==> config.mk <==
export PLATFORM = sky130hd
export DESIGN_NAME = fetch_unpacker
export DESIGN_NICKNAME = d
export VERILOG_FILES = /design/src/rtl/fetch_unpacker.sv
export SDC_FILE = /design/constraint.sdc
export NUM_CORES = 1
export LEC_CHECK = 0
export CORE_MARGIN = 10
export CORE_UTILIZATION = 40
export DETAILED_ROUTE_END_ITERATION = 12
export PLACE_DENSITY = 0.83
export SYNTH_ARGS = -nofsm -noshare
export SYNTH_HDL_FRONTEND = slang
export SYNTH_SLANG_ARGS = --single-unit
==> constraint.sdc <==
create_clock -name clk -period 1.9 [get_ports clk]
set_input_delay 0.19 -clock clk [delete_from_list [all_inputs] [get_ports clk]]
set_output_delay 0.19 -clock clk [all_outputs]
set_load 0.1 [all_outputs]
==> src/rtl/fetch_unpacker.sv <==
// Fetch packet unpacker: holds one fetch packet and feeds decode one
// instruction per cycle, popping the next packet as the last slot leaves.
//
// state | meaning
// EMPTY | no instruction held, pop whenever the FIFO allows
// LO    | only slot 0 remains (packet loaded with mask 01)
// HI    | only slot 1 remains (slot 0 accepted, or mask 10 loaded)
// BOTH  | both slots remain, slot 0 presented first
//
// The state encoding is the remaining-slot mask itself, so a popped packet's
// mask field loads straight into the state register.
module fetch_unpacker #(
   parameter int kInstWidth = 32,
   parameter int kAddrWidth = 32,
   parameter int kPktWidth  = 2*kInstWidth + kAddrWidth + 2
) (
   input  logic                  clk,
   input  logic                  rst,
   input  logic                  flush,
   input  logic                  fifo_is_empty,
   input  logic                  fifo_write_en,
   input  logic [kPktWidth-1:0]  fifo_read_data,
   output logic                  fifo_read_en,
   output logic                  dec_valid,
   input  logic                  dec_ready,
   output logic [kAddrWidth-1:0] dec_pc,
   output logic [kInstWidth-1:0] dec_inst,
   output logic                  dec_last
);

   typedef enum logic [1:0] {
      EMPTY = 2'b00,
      LO    = 2'b01,
      HI    = 2'b10,
      BOTH  = 2'b11
   } state_t;

   state_t                  state_q, state_d;
   logic [kAddrWidth-1:0]   pc_q;
   logic [kInstWidth-1:0]   inst0_q, inst1_q;
   logic                    load;
   logic                    slot_hi;
   logic                    accept;
   logic                    drain;

   // packet field extraction: {pc, inst1, inst0, mask}
   logic [1:0]              pkt_mask;
   logic [kInstWidth-1:0]   pkt_inst0, pkt_inst1;
   logic [kAddrWidth-1:0]   pkt_pc;

   assign pkt_mask  = fifo_read_data[1:0];
   assign pkt_inst0 = fifo_read_data[2 +: kInstWidth];
   assign pkt_inst1 = fifo_read_data[2+kInstWidth +: kInstWidth];
   assign pkt_pc    = fifo_read_data[2+2*kInstWidth +: kAddrWidth];

   // Slot 1 is presented only when slot 0 is no longer pending.
   assign slot_hi   = (state_q == HI);
   assign dec_valid = (state_q != EMPTY) && !flush;
   assign dec_last  = dec_valid && ((state_q == LO) || (state_q == HI));
   assign dec_inst  = slot_hi ? inst1_q : inst0_q;
   assign dec_pc    = pc_q + (slot_hi ? kAddrWidth'(4) : kAddrWidth'(0));

   assign accept    = dec_valid && dec_ready;
   assign drain     = (state_q == EMPTY) || (accept && dec_last);
   // The FIFO drops reads in its write cycles, so never pop alongside a write.
   // Gating with rst keeps the FIFO untouched while the block is held in reset.
   assign fifo_read_en = drain && !fifo_is_empty && !fifo_write_en && !flush && rst;

   // Next-state: flush beats pop, pop beats the accept-clear.
   always_comb begin
      state_d = state_q;
      load    = 1'b0;
      if (flush) begin
         state_d = EMPTY;
      end else if (fifo_read_en) begin
         state_d = state_t'(pkt_mask);
         load    = 1'b1;
      end else if (accept) begin
         case (state_q)
            BOTH:    state_d = HI;
            LO:      state_d = EMPTY;
            HI:      state_d = EMPTY;
            default: state_d = EMPTY;
         endcase
      end
   end

   // State register.
   always_ff @(posedge clk or negedge rst) begin
      if (!rst) begin
         state_q <= EMPTY;
      end else begin
         state_q <= state_d;
      end
   end

   // Holding register payload, written only on a pop.
   always_ff @(posedge clk or negedge rst) begin
      if (!rst) begin
         pc_q    <= '0;
         inst0_q <= '0;
         inst1_q <= '0;
      end else if (load) begin
         pc_q    <= pkt_pc;
         inst0_q <= pkt_inst0;
         inst1_q <= pkt_inst1;
      end
   end

endmodule

### Word level (Yosys, flattened, before mapping)

Index checks and enable logic that the tools add are counted.

| operators by class | value |
|---|---|
| add/sub/neg operators | 1 |
| multiply operators | 0 |
| div/mod/pow operators | 0 |
| magnitude comparators | 0 |
| equal/unequal tests | 3 |
| shifts and indexed selects | 0 |
| muxes and demuxes | 8 |
| bitwise gates (word level) | 0 |
| reduce and logical (&&, ||, !) cells | 16 |

Operator list:

| cell | count |
|---|---|
| $add A32 B3 Y32 | 1 |
| $mux W32 | 1 |
| $logic_and A1 B1 Y1 | 8 |
| $mux W2 | 4 |
| $eq A2 B2 Y1 const B | 2 |
| $logic_not A1 Y1 | 3 |
| $mux W3 | 1 |
| $reduce_bool A3 Y1 | 1 |
| $eq A2 B1 Y1 const B | 1 |
| $logic_not A2 Y1 | 1 |
| $logic_or A1 B1 Y1 | 2 |
| $mux W1 | 2 |
| $reduce_bool A2 Y1 | 1 |

| storage, ports and cells | value |
|---|---|
| register bits after elaboration | 98 |
| bits in latches | 0 |
| bits in writable memories | 0 |
| bits in read-only memories | 0 |
| input bits | 104 |
| output and inout port bits | 67 |
| logic and storage cells | 32 |
| memories | 0 |

### Longest topological paths before layout

Gate-level depths: netlist of run 1.

| depth | value |
|---|---|
| depth in word-level cells | 11 |
| mapped depth | 8 |
| mapped depth without buffers | 8 |

### Least setup slack after synthesis of run 1

OpenSTA, ideal clock, no wires.

| timing | value |
|---|---|
| kind | register -> output |
| start | reg state_q[0] |
| end | out dec_pc[18] |
| data arrival time | 3.051 ns |
| setup slack | -1.341 ns |
| cell stages (with the launch flop) | 9 |
| path buffers | 0 |
| cell sequence | dfrtp_1 > inv_1 > ha_1 > ha_1 > ha_1 > nand2_1 > nor4_1 > nand3_1 > xnor2_1 |

| between the ends | value |
|---|---|
| cells in the longest elaborated chain, start to end | 3 |

Ends and longest elaborated chain:

| what | line | text |
|---|---|---|
| start, declared | 38 | `state_t state_q, state_d;` |
| start signal, assigned | 93 | `state_q <= state_d;` |
| $eq A2 B2 Y1 | 57 | `assign slot_hi = (state_q == HI);` |
| $mux W3 | 61 | `assign dec_pc = pc_q + (slot_hi ? kAddrWidth'(4) : kAddrWidth'(0));` |
| $add A32 B3 Y32 | 61 |  |
| end, declared | 26 | `output logic [kAddrWidth-1:0] dec_pc,` |

No other way between the ends.

### Final worst setup path of run 1

| timing | value |
|---|---|
| start | reg pc_q[16] |
| end | out dec_pc[25] |

| between the ends | value |
|---|---|
| cells in the longest elaborated chain, start to end | 1 |

Ends and longest elaborated chain:

| what | line | text |
|---|---|---|
| start, declared | 39 | `logic [kAddrWidth-1:0] pc_q;` |
| start signal, assigned | 104 | `pc_q <= pkt_pc;` |
| $add A32 B3 Y32 | 61 |  |

No other way between the ends.

==> results of run 1 <==
registers in the layout (all words and copies together) (netlist names):
name and count:
state_q 2, inst1_q 32, inst0_q 32, pc_q 32
synthesized netlist by cell type, types with 2 or more instances:
library cell | number | share of area, %
sky130_fd_sc_hd__mux2_2 | 128 | 31
sky130_fd_sc_hd__dfrtp_1 | 98 | 52
sky130_fd_sc_hd__xnor2_1 | 19 | 3.6
sky130_fd_sc_hd__nand3_1 | 14 | 1.5
sky130_fd_sc_hd__buf_4 | 11 | 1.8
sky130_fd_sc_hd__nand2_1 | 9 | 0.72
sky130_fd_sc_hd__xor2_1 | 9 | 1.7
sky130_fd_sc_hd__nor2_1 | 8 | 0.64
sky130_fd_sc_hd__ha_1 | 5 | 1.3
sky130_fd_sc_hd__nand4_1 | 5 | 0.67
sky130_fd_sc_hd__buf_1 | 3 | 0.24
sky130_fd_sc_hd__nor3_1 | 3 | 0.32
sky130_fd_sc_hd__a21oi_1 | 2 | 0.21
sky130_fd_sc_hd__and3_1 | 2 | 0.27
sky130_fd_sc_hd__and4_1 | 2 | 0.37
sky130_fd_sc_hd__buf_2 | 2 | 0.21
sky130_fd_sc_hd__inv_1 | 2 | 0.16
sky130_fd_sc_hd__nor4_1 | 2 | 0.27
layer usage:
metal | track usage, % | vias up | wire length (um)
li1 | - | 1722 | -
met1 | 21.56 | 1940 | 6254
met2 | 33.25 | 166 | 8831
met3 | 8.809 | 21 | 1672
met4 | 4.172 | 0 | 276
met5 | 0 | - | 0
report_power, final:
group          switching (mW)  internal (mW)  total (mW)
sequential              0.381           2.62        3.00
clock                   0.789          0.891        1.68
combinational            3.95           2.72        6.67
cell type report:
class                           instances  area, sq um
Multi-Input combinational cell        220         2984
Timing Repair Buffer                  261         3413
Fill cell                             581         2100
Sequential cell                        98         2461
Tap cell                              143        178.9
Inverter                                2        10.01
Clock buffer                           10        229.0
Clock inverter                          6        42.54
worst max-delay path by stage:
stage               depth (start not counted)  slack [ns]         end
floorplan                                   8       -0.42  dec_pc[18]
global placement                            8       -0.16  dec_pc[31]
detailed placement                          8       -0.33  dec_pc[31]
CTS                                         8       -0.47  dec_pc[31]
global route                                7       -0.68  dec_pc[25]
finish                                      7       -0.58  dec_pc[25]
what timing repair did:
action,4_1_cts,5_1_grt
hold endpoints to repair,43,0
pin swaps,29,23
resized for setup,45,26
hold buffers,1,0
gates cloned,8,2
setup buffers,21,14
endpoints found under the setup margin,160,161
metrics by stage:
stage | hold WS [ns] | total power, mW | setup slack, ns | cells | instance area (sq um)
floorplan | -0.1056 | 7.021 | -0.4216 | 337 | 5349
global placement | 0.3482 | 9.356 | -0.1616 | 684 | 8199
detailed placement | 0.3607 | 9.503 | -0.3271 | 684 | 8199
CTS | 0.4480 | 11.28 | -0.4732 | 726 | 9042
global route | 0.4447 | 11.76 | -0.6837 | 740 | 9319
finish | 0.4513 | 11.35 | -0.5810 | 740 | 9319
cell usage in the layout (no fill, tap or decap), types with 5 or more instances in the layout:
master and instances:
sky130_fd_sc_hd__clkdlybuf4s50_1 102, sky130_fd_sc_hd__buf_4 57, sky130_fd_sc_hd__dfrtp_2 7, sky130_fd_sc_hd__mux2_2 124, sky130_fd_sc_hd__buf_6 14, sky130_fd_sc_hd__buf_16 8
sky130_fd_sc_hd__nor2_4 5, sky130_fd_sc_hd__buf_12 74, sky130_fd_sc_hd__nand4_1 5, sky130_fd_sc_hd__xnor2_4 19, sky130_fd_sc_hd__xor2_4 9, sky130_fd_sc_hd__clkbuf_16 11
sky130_fd_sc_hd__nand3_4 8, sky130_fd_sc_hd__dfrtp_1 91
worst reg2reg max path, delay by kind of cell, from the launching register on:
kind / cells / cell delay [ns]
adders and majority gates: 1 / 0.27
muxes: 1 / 0.34
DFF: 1 / 0.40
AOI/OAI and AO/OA: 1 / 0.06
buffers and inverters: 7 / 0.81
and+or+nand+nor: 1 / 0.19
cells by family (layout without fill, tap and decap cells):
family	count (synthesis)	in the layout	share of synthesized area [%]
AOI/OAI and AO/OA	5	5	0.7490
xor gates and xnor gates	28	28	5.242
adders and majority gates	5	5	1.337
buffers and inverters	19	279	2.461
DFF	98	98	52.42
muxes	128	128	30.81
and+or+nand+nor	54	54	6.981
==> impl_metrics.json, run 1 <==
{
  "route.final.wire_length_um": 17040,
  "clock-skew-final_ns": 0.003596,
  "numCtsBuffers": 9,
  "dpl.hpwl_um": 11030,
  "synthArstFlopShare_pct": 100.0,
  "gp_congestion": 0.9053,
  "peak_freq_mhz": 403.1,
  "synthesis.nets": 446,
  "edff_count_synth": 0,
  "io-pin-count": 171,
  "wl_per_cell_um": 23.02,
  "drt.antenna.violating_nets": 0,
  "core_area_sq_mm": 0.01142,
  "count_of_buffers_inserted_at_the_top_level_ports": 170,
  "timing.rr.start": "state_q[1]",
  "run_status": "finished with violations",
  "synth_warnings": 0,
  "routed_via_density": 5.201,
  "drt-pass1-iter-count": 4,
  "cp_slowest_cell": "sky130_fd_sc_hd__dfrtp_2",
  "timing_worst_slew_pin_value_ns": 0.7104,
  "overflow": 0,
  "drt_drc_violations_left": 0,
  "path_delay_family": "simple AND/OR/NAND/NOR gates",
  "setup_viol_count_final": 161,
  "yosysSeqAreaShare_pct": 52.42,
  "start_util_pct": 40.97,
  "setup_tns_ns": -39.23,
  "power.density_mw_per_mm2": 1218,
  "power.ir.vdd_worst_mv": 1.088,
  "finish.net_count": 701,
  "clk_root_buffer_cell": "sky130_fd_sc_hd__clkbuf_16",
  "global_route_wire_length_before_repair_um": 24900,
  "end_kind": "output port",
  "row_count": 39,
  "slew_hr_pct": 52.64,
  "timing.critical_path.arrival_ns": 2.29,
  "hold_path_class": "primary input to register",
  "failed_checks": "setup timing",
  "tritoncts": "yes",
  "synthesis.area_sq_mm": 0.004678,
  "grt_max_degree": 56,
  "die_h_um": 128.1,
  "grt_usage_pct": 19.37,
  "path_class": "register to output port",
  "crit-reg2reg-capture": "inst1_q[8]",
  "vias": 3849,
  "hold_path_end": "state_q[0]",
  "hold_start": "fifo_read_data[0]",
  "crit_required_ns": 1.71,
  "clock_sinks": 98,
  "final.setup.worst_slack_ns": -0.5810,
  "clkTransAtPathRegs_ns": 0.07,
  "number_of_antenna_violations_at_the_first_check_in_global_routing": 0,
  "timing.critical_path.buf_inv": 3,
  "drive_above_1_share_pct": 63.32,
  "worstSetupStartpoint": "pc_q[16]",
  "cp_cell_sequence": "nand4_1 -> buf_4 -> nor4_4 -> buf_4 -> nand4_1 -> xnor2_4 -> buf_12",
  "final_hold_viol_count": 0,
  "reg2reg_slack_ns": -0.29,
  "critPathLaunchType": "register",
  "drt-initial-drc-count": 150,
  "drv_cap": 0,
  "ys_ff_latch": 98,
  "maxSlewViolCount": 0,
  "synthCells": 337,
  "worstRegToRegCells": 11,
  "antenna_cells": 0,
  "die-area_sq_mm": 0.01642,
  "vias_in_the_first_global_route": 4367,
  "finalCritPeriodShare_pct": 130.6,
  "worst_hold_path.num_cells": 2,
  "floorplan.die.width_um": 128.1,
  "leakage_power_nw": 3.928,
  "critical_path.max_stage_delay_ns": 0.38,
  "yosys_most_used_dff": "sky130_fd_sc_hd__dfrtp_1",
  "fin_util_pct": 81.61,
  "crit_path_max_fanout": 4,
  "setup_repair_after_global_routing_missed_its_margin": "true",
  "syn_avg_cell_area_sq_um": 13.88,
  "layout-area-overhead-vs-synth_pct": 99.20,
  "min_period_ns": 2.481,
  "insertion_delay_ns": 0.33,
  "post_synth_num_cell_types": 31,
  "cts_max_path_buffers": 2,
  "htree_num_levels": 3
}
Note: power is estimated with default switching activity, not from simulation.
==> run 2: changes to the inputs <==
Settings changed: SLEW_MARGIN set to 20.
==> results of run 2 <==
Same layout as run 1: the final DEF is identical, and so are final timing and power.
==> run 3: changes to the inputs <==
Settings changed: PLACE_DENSITY 0.83 to 0.8.
Clock period 1.9 ns to 3.2 ns, I/O delays scaled along.
==> run 3 against run 2 <==
The run now ends clean. Critical path type unchanged. First-iteration DRC count down 45%. Largest power group unchanged. Total power down 48%. Combinational power fell by 54%. Count of clock-buffer cells in the layout shrank 1. Largest cell class is now registers. Critical endpoint is now dec_pc[12].
==> impl_metrics.json, run 3 (synthesis results as in run 1) <==
{
  "run_status": "completed",
  "core_area_sq_mm": 0.01142,
  "tritoncts": "yes",
  "end_kind": "output port",
  "path_delay_family": "simple AND/OR/NAND/NOR gates",
  "final_hold_viol_count": 0,
  "floorplan.die.width_um": 128.1,
  "start_util_pct": 40.97,
  "timing.critical_path.buf_inv": 2,
  "finalCritPeriodShare_pct": 90.61,
  "power_frac_clock_pct": 17.9,
  "htree_num_levels": 3,
  "setup_viol_count_final": 0,
  "critPathMostFrequentCell": "sky130_fd_sc_hd__ha_1",
  "setup_repair_after_global_routing_missed_its_margin": "false",
  "drt.antenna.violating_nets": 0,
  "reg2reg_slack_ns": 1.15,
  "crit_required_ns": 2.88,
  "clkTransAtPathRegs_ns": 0.07,
  "p_sw_share_pct": 46.11,
  "timing.critical_path.arrival_ns": 2.58,
  "dpl.hpwl_um": 9712,
  "timing_worst_slew_pin_value_ns": 0.9874,
  "setup_slack_after_placement_ns": 0.6433,
  "grt_usage_pct": 14.99,
  "peak_freq_mhz": 344.9,
  "die_h_um": 128.1,
  "antenna_cells": 0,
  "clock_sinks": 98,
  "seqPwrFrac_pct": 30.5,
  "p_comb_share_pct": 51.6,
  "power.density_mw_per_mm2": 827.7,
  "global_route_wire_length_before_repair_um": 19600,
  "row_count": 39,
  "critPathLaunchType": "register",
  "numCtsBuffers": 9,
  "layout.cells.most_common": "sky130_fd_sc_hd__mux2_2",
  "setup_tns_ns": 0,
  "cts_max_path_buffers": 2,
  "clock-skew-final_ns": 0.004364,
  "power_report.internal_total_mw": 3.188,
  "drt-initial-drc-count": 82,
  "crit_path_max_fanout": 6,
  "biggestRegsByFlops": "inst0_q x32, inst1_q x32, pc_q x32",
  "drt-pass1-iter-count": 4,
  "most-common-layout-cells": "sky130_fd_sc_hd__mux2_2, sky130_fd_sc_hd__clkdlybuf4s50_1, sky130_fd_sc_hd__dfrtp_1",
  "leakage_power_nw": 3.067,
  "insertion_delay_ns": 0.34,
  "postCtsResizedCells": 0,
  "total_placed_cells_including_tap_cells": 638,
  "timing.rr.start": "state_q[0]",
  "number_of_antenna_violations_at_the_first_check_in_global_routing": 0,
  "vias": 3336,
  "io-pin-count": 171,
  "hold_buffers": 0,
  "layoutNonFillerInstCount": 654,
  "power.ir.vdd_worst_mv": 0.6431,
  "worstRegToRegCells": 6,
  "vias_in_the_first_global_route": 3773,
  "gp_congestion": 0.8167,
  "route.final.wire_length_um": 12310,
  "count_of_buffers_inserted_at_the_top_level_ports": 170,
  "maxSlewViolCount": 0,
  "slew_hr_pct": 33.97,
  "cp_cell_sequence": "inv_1 -> ha_2 -> ha_1 -> ha_1 -> nand2_1 -> nor2_1 -> and4_2 -> xor2_2 -> buf_12",
  "final.setup.worst_slack_ns": 0.3004,
  "drive_above_1_share_pct": 47.16,
  "overflow": 0,
  "post_cts_buffers": 0,
  "finish.net_count": 615,
  "p_sw_mw": 2.728,
  "clk_root_buffer_cell": "sky130_fd_sc_hd__clkbuf_16",
  "routed_via_density": 5.101,
  "hold_path_class": "primary input to async pin",
  "critical_path.max_stage_delay_ns": 0.39,
  "die-area_sq_mm": 0.01642,
  "grt_max_degree": 77,
  "drt_drc_violations_left": 0,
  "drv_cap": 0,
  "crit-reg2reg-capture": "inst0_q[14]",
  "layout-area-overhead-vs-synth_pct": 52.79,
  "wl_per_cell_um": 18.82,
  "min_period_ns": 2.900,
  "cp_slowest_cell": "sky130_fd_sc_hd__dfrtp_1",
  "path_class": "register to output port"
}
run 3: changes by cell type in the layout (fill, tap and decap cells not counted), moves of 8 or more:
cell,delta
sky130_fd_sc_hd__buf_12,-44
sky130_fd_sc_hd__buf_16,-8
sky130_fd_sc_hd__buf_4,-16
sky130_fd_sc_hd__xor2_4,-9
sky130_fd_sc_hd__nand3_4,-8
sky130_fd_sc_hd__buf_6,-14
sky130_fd_sc_hd__nand3_1,+11
sky130_fd_sc_hd__xnor2_2,+17
sky130_fd_sc_hd__xnor2_4,-19
run 3: area by class of cell:
type / instances / area [sq um]
multi-input cells: 220 / 2265
clock buffers: 9 / 225.2
repair buffers: 175 / 1949
flip-flops and latches: 98 / 2452
fillers: 892 / 4270
well taps: 143 / 178.9
inverters: 2 / 7.507
clock inverters: 7 / 70.07
run 3: worst max path at each step:
stage | cells after the start | endpoint | startpoint | slack (ns)
2_1_floorplan | 4 | dec_last | state_q[0] | 0.006
4_1_cts | 9 | dec_pc[12] | state_q[0] | 0.27
5_1_grt | 9 | dec_pc[12] | state_q[0] | 0.09
3_5_place_dp | 9 | dec_pc[12] | state_q[0] | 0.64
3_3_place_gp | 9 | dec_pc[12] | state_q[0] | 0.71
6_report | 9 | dec_pc[12] | state_q[0] | 0.30
run 3: power groups by stage:
| stage | registers [mW] | logic, mW | clock network, mW |
|---|---|---|---|
| final | 1.80 | 3.05 | 1.06 |
| after global routing | 1.85 | 3.16 | 1.14 |
| after CTS | 1.80 | 3.08 | 1.09 |
| after detailed placement | 1.83 | 3.08 | 0 |
| after global placement | 1.80 | 3.04 | 0 |
| after floorplan | 1.75 | 2.22 | 0 |
run 3: through the flow:
step	power [mW]	hold WS [ns]	area, sq um	util (%)
floorplan	3.970	0.02441	4821	-
global placement	4.842	0.4292	6853	60.02
detailed placement	4.907	0.4385	6853	60.02
CTS	5.977	0.07252	7148	62.60
global route	6.147	0.1099	7148	62.60
finish	5.917	0.05855	7148	62.60
run 3: layer usage:
layer	track usage (%)	wire, um	up-vias
li1	-	-	1535
met1	16.51	4784	1636
met2	24.62	5900	149
met3	7.155	1448	16
met4	5.563	177	0
met5	0	0	-
